--- config.mk ---
export PLATFORM = sky130hd
export DESIGN_NAME = alu_out_sel
export DESIGN_NICKNAME = d
export VERILOG_FILES = /design/src/rtl/alu_out_sel.sv
export SDC_FILE = /design/constraint.sdc
export NUM_CORES = 1
export LEC_CHECK = 0
export CORE_UTILIZATION = 54
export CTS_CLUSTER_SIZE = 30
export DETAILED_ROUTE_END_ITERATION = 8
export DONT_BUFFER_PORTS = 1
export PLACE_DENSITY = 0.83
export REMOVE_ABC_BUFFERS = 1
export SLEW_MARGIN = 20
export SYNTH_ARGS = -nofsm -noshare
export SYNTH_HDL_FRONTEND = slang
export SYNTH_SLANG_ARGS = --single-unit
--- constraint.sdc ---
create_clock -name clk -period 1.6 [get_ports clk]
set_input_delay 0.24 -clock clk [delete_from_list [all_inputs] [get_ports clk]]
set_output_delay 0.24 -clock clk [all_outputs]
set_load 0.01 [all_outputs]
--- src/rtl/alu_out_sel.sv ---
// alu_out_sel: registered CH-way ALU result selector feeding a two-entry valid/ready skid buffer,
// with zero flag, sticky aux flag and out-of-range select detection.
module alu_out_sel #(
    parameter int N = 4,
    parameter int CH = 4,
    parameter logic [CH-1:0] AUX_MASK = CH'(8),
    localparam int SELW = $clog2(CH)
) (
    input  logic            clk,
    input  logic            rst,
    input  logic            in_valid,
    output logic            in_ready,
    input  logic [SELW-1:0] sel,
    input  logic [N-1:0]    in_data [CH-1:0],
    input  logic [CH-1:0]   in_aux,
    output logic            out_valid,
    input  logic            out_ready,
    output logic [N-1:0]    out_data,
    output logic            out_aux,
    output logic            out_zero,
    output logic            sticky_aux,
    output logic            sel_err,
    input  logic            clr_flags
);
    typedef enum logic [1:0] {EMPTY, ONE, FULL} state_t;
    state_t state_q, state_d;
    // beat layout: {data, aux, zero}
    logic [N+1:0] main_q, main_d, skid_q, skid_d, cap;
    logic in_ready_q, in_ready_d, sticky_aux_q, sticky_aux_d, sel_err_q, sel_err_d;
    logic sel_ok, acc, pop, cap_aux;
    logic [SELW-1:0] idx;
    logic [N-1:0] cap_data;

    assign out_valid  = state_q != EMPTY;
    assign in_ready   = in_ready_q;
    assign out_data   = main_q[N+1:2];
    assign out_aux    = main_q[1];
    assign out_zero   = main_q[0];
    assign sticky_aux = sticky_aux_q;
    assign sel_err    = sel_err_q;

    always_comb begin
        sel_ok = {1'b0, sel} < (SELW+1)'(CH);
        idx = sel_ok ? sel : '0;
        cap_data = in_data[idx];
        cap_aux = sel_ok & in_aux[idx] & AUX_MASK[idx];
        cap = {cap_data, cap_aux, cap_data == '0};
        acc = in_valid & in_ready_q;
        pop = out_valid & out_ready;
        state_d = state_q;
        main_d = main_q;
        skid_d = skid_q;
        case (state_q)
            EMPTY: begin
                if (acc) begin
                    state_d = ONE;
                    main_d = cap;
                end
            end
            ONE: begin
                if (acc && !pop) begin
                    state_d = FULL;
                    skid_d = cap;
                end else if (acc) begin
                    main_d = cap;
                end else if (pop) begin
                    state_d = EMPTY;
                end
            end
            FULL: begin
                if (pop) begin
                    state_d = ONE;
                    main_d = skid_q;
                end
            end
            default: state_d = EMPTY;
        endcase
        in_ready_d = state_d != FULL;
        // a set in the same cycle as a clear wins
        sticky_aux_d = (acc & cap_aux) | (sticky_aux_q & ~clr_flags);
        sel_err_d = (acc & ~sel_ok) | (sel_err_q & ~clr_flags);
    end

    always_ff @(posedge clk or posedge rst) begin
        if (rst) begin
            state_q <= EMPTY;
            main_q <= (N+2)'(1);
            skid_q <= '0;
            in_ready_q <= 1'b1;
            sticky_aux_q <= 1'b0;
            sel_err_q <= 1'b0;
        end else begin
            state_q <= state_d;
            main_q <= main_d;
            skid_q <= skid_d;
            in_ready_q <= in_ready_d;
            sticky_aux_q <= sticky_aux_d;
            sel_err_q <= sel_err_d;
        end
    end
endmodule

==> results.sh <==
export IMPL_dr_wl_met3_um=63
export IMPL_status="finished, final reports clean"
export IMPL_die_area_sq_um=1810
export IMPL_period_needed_ns=1.52
export IMPL_io_buffers=0
export IMPL_grt_max_degree=18
export IMPL_insertion_delay_ns=0.29
export IMPL_cts_buffers=3
export IMPL_wl_um=1720
export IMPL_cts_root_buf="clkbuf_4"
export IMPL_slew_headroom=0.553
export IMPL_drc=0
export IMPL_rows=14
export IMPL_setup_tns_ns=0
export IMPL_drt_iter0_markers=7
export IMPL_synth_edf_count=0
export IMPL_avgSynthCellArea_sq_um=13.4
export IMPL_yosysWarnings=0
export IMPL_synthTopCellsByArea="dfrtp_1 42%, mux2_2 18%, mux4_2 10%, dfstp_2 5.9%, mux2i_1 2.3%"
export IMPL_gp_congestion=0.788
export IMPL_wire_per_inst_um=19.1
export IMPL_ys_flop_type="dfrtp_1"
export IMPL_clock_fmax_mhz=658
export IMPL_p_per_area_nw_per_um2=1390
export IMPL_hold_violations=0
export IMPL_cap_viol_max_count=0
export IMPL_grt_pass1_vias=579
export IMPL_antenna_found_initial=0
export IMPL_clock_skew_final_ns=0.000908
export IMPL_clock_sinks=17
export IMPL_seq_area_frac_synth=0.483
export IMPL_clk_path_buf_depth=2
export IMPL_cp_required_ns=1.78
export IMPL_final_antenna_net_count=0
export IMPL_grt_use_total=0.210
export IMPL_die_h_um=42.5
export IMPL_ir_worst_vdd_mv=1.05
export IMPL_dr_pass1_iters=3
export IMPL_fillers=125
export IMPL_synth_top_cell_by_area="dfrtp_1"
export IMPL_rsz0062_at_grt="no"
export IMPL_power_leakage_nw=0.421
export IMPL_worst_setup_path_end_kind="register"
export IMPL_gr_total_overflow=0
export IMPL_grt_pass1_wl_um=2700
export IMPL_report_final_slew_viol_count=0
export IMPL_initial_utilization=0.581
export IMPL_holdWs_ns=0.0394
export IMPL_clkTransAtPathRegs_ns=0.09
export IMPL_htree_num_levels=1
export IMPL_vias=559
export IMPL_fin_crit_sh=0.950
export IMPL_critPathLaunchType="register"
export IMPL_die_w_um=42.5
export IMPL_wl_met2_um=913
export IMPL_syn_to_final_growth_pct=13.0
export IMPL_worst_slew_pin_slew_ns=0.670
export IMPL_nNetsFinal=102
export IMPL_arrival_ns=1.70
export IMPL_cts_tree="built"
export IMPL_coreArea_sq_um=1520
export IMPL_highest_layer="met4"
export IMPL_drive_gt1_frac=0.486
export IMPL_syn_cell_area_sq_um=886
export IMPL_avgViaCountPerCell=6.21
export IMPL_multi_input_area_sq_um=450
export IMPL_antenna_cells=0
export IMPL_worstSetupPathType="register to register"
export IMPL_ys_ff_latch=17
export IMPL_async_reset_ff_frac=1.00
export IMPL_finalSetupViolations=0
export IMPL_synth_top_area_share=0.424
export IMPL_final_seq_area_sq_um=429
export IMPL_path_max_fanout=4
export IMPL_ios=37
export IMPL_dp_hpwl_um=1300
export IMPL_hold_class="primary input to register"
export IMPL_synthCells=66
export IMPL_drt_met1_wl_um=712
export IMPL_fin_util=0.657
export IMPL_synth_cell_type_count=27
worst paths after layout:
kind                            slack [ns]  cells past startpoint       from         end
worst max-delay path                  0.08                      4   in_ready   main_q[3]
worst min-delay path                  0.04                      1  out_ready    in_ready
worst max register to register        0.08                      4   in_ready   main_q[3]
worst min register to register        0.52                      1  skid_q[1]   skid_q[1]
max in group asynchronous             0.65                      2        rst  state_q[1]
min in group asynchronous             0.48                      2        rst     sel_err
layer usage:
| layer | global-route usage | up-vias |
|---|---|---|
| li1 | - | 260 |
| met1 | 0.270 | 282 |
| met2 | 0.342 | 12 |
| met3 | 0.0474 | 5 |
| met4 | 0.0938 | 0 |
| met5 | 0 | - |
state kept, by name, indices dropped and copies added, names as in the netlist:
| register | cells |
|---|---|
| skid_q | 6 |
| main_q | 6 |
| in_ready | 1 |
| sel_err | 1 |
| state_q | 2 |
| sticky_aux | 1 |
critical path, stage by stage, from the launching register on:
cell and delay (ns):
dfstp_2 0.56, nand2_1 0.10, o31ai_4 0.27, buf_6 0.15, mux2_2 0.32
cell families (layout without fill, tap and decap cells):
group                  Yosys count  after routing  share of synthesized area
AO/OA/AOI/OAI                    8              8                     0.0706
flip-flops                      17             17                      0.483
multiplexers                    21             21                      0.315
AND/OR/NAND/NOR                 14             14                      0.106
buffers and inverters            6             14                     0.0254
placed cells by master (no fill, tap or decap), drive strengths merged, types with 2 or more instances in the layout:
| master | count |
|---|---|
| nor2b | 2 |
| dfstp | 2 |
| buf | 4 |
| inv | 3 |
| mux4 | 4 |
| dfrtp | 15 |
| mux2 | 15 |
| a21oi | 2 |
| clkbuf | 4 |
| nand2 | 2 |
| mux2i | 2 |
| dlygate4sd3 | 3 |
timing repair:
| item | in CTS | in global routing |
|---|---|---|
| hold buffers | 2 | 1 |
| gates resized for setup | 1 | 5 |
| buffers inserted | 0 | 0 |
| pin swaps | 0 | 1 |
| setup endpoints to repair | 1 | 9 |
| hold endpoints to repair | 16 | 1 |
metrics by stage:
step	area [sq um]	worst slack, ns	power, mW	instances
2_1_floorplan	875	0.0956	1.02	63
3_3_place_gp	925	0.0278	1.11	83
3_5_place_dp	925	0.0174	1.14	83
4_1_cts	972	0.0453	1.38	89
5_1_grt	1000	0.0109	1.48	90
6_report	1000	0.0796	1.39	90
layout make-up:
cell class / count / area share
flip-flops and latches: 17 / 0.429
repair buffers: 7 / 0.0638
multi-input cells: 43 / 0.450
inverters: 3 / 0.0113
clock buffers: 4 / 0.0263
well taps: 16 / 0.0200
synthesized netlist by cell type, drive strengths merged, types with 2 or more instances:
cell / count
mux2i: 2
mux4: 4
nor2b: 2
dfstp: 2
clkbuf: 3
nand2: 2
inv: 3
dfrtp: 15
mux2: 15
a21oi: 2
power by group:
group | switching, mW | total [mW] | internal (mW)
registers | 0.142 | 0.737 | 0.595
logic | 0.167 | 0.427 | 0.260
clock network | 0.128 | 0.225 | 0.0969
total | 0.437 | 1.39 | 0.952
Note: power is estimated with default switching activity, not from simulation.
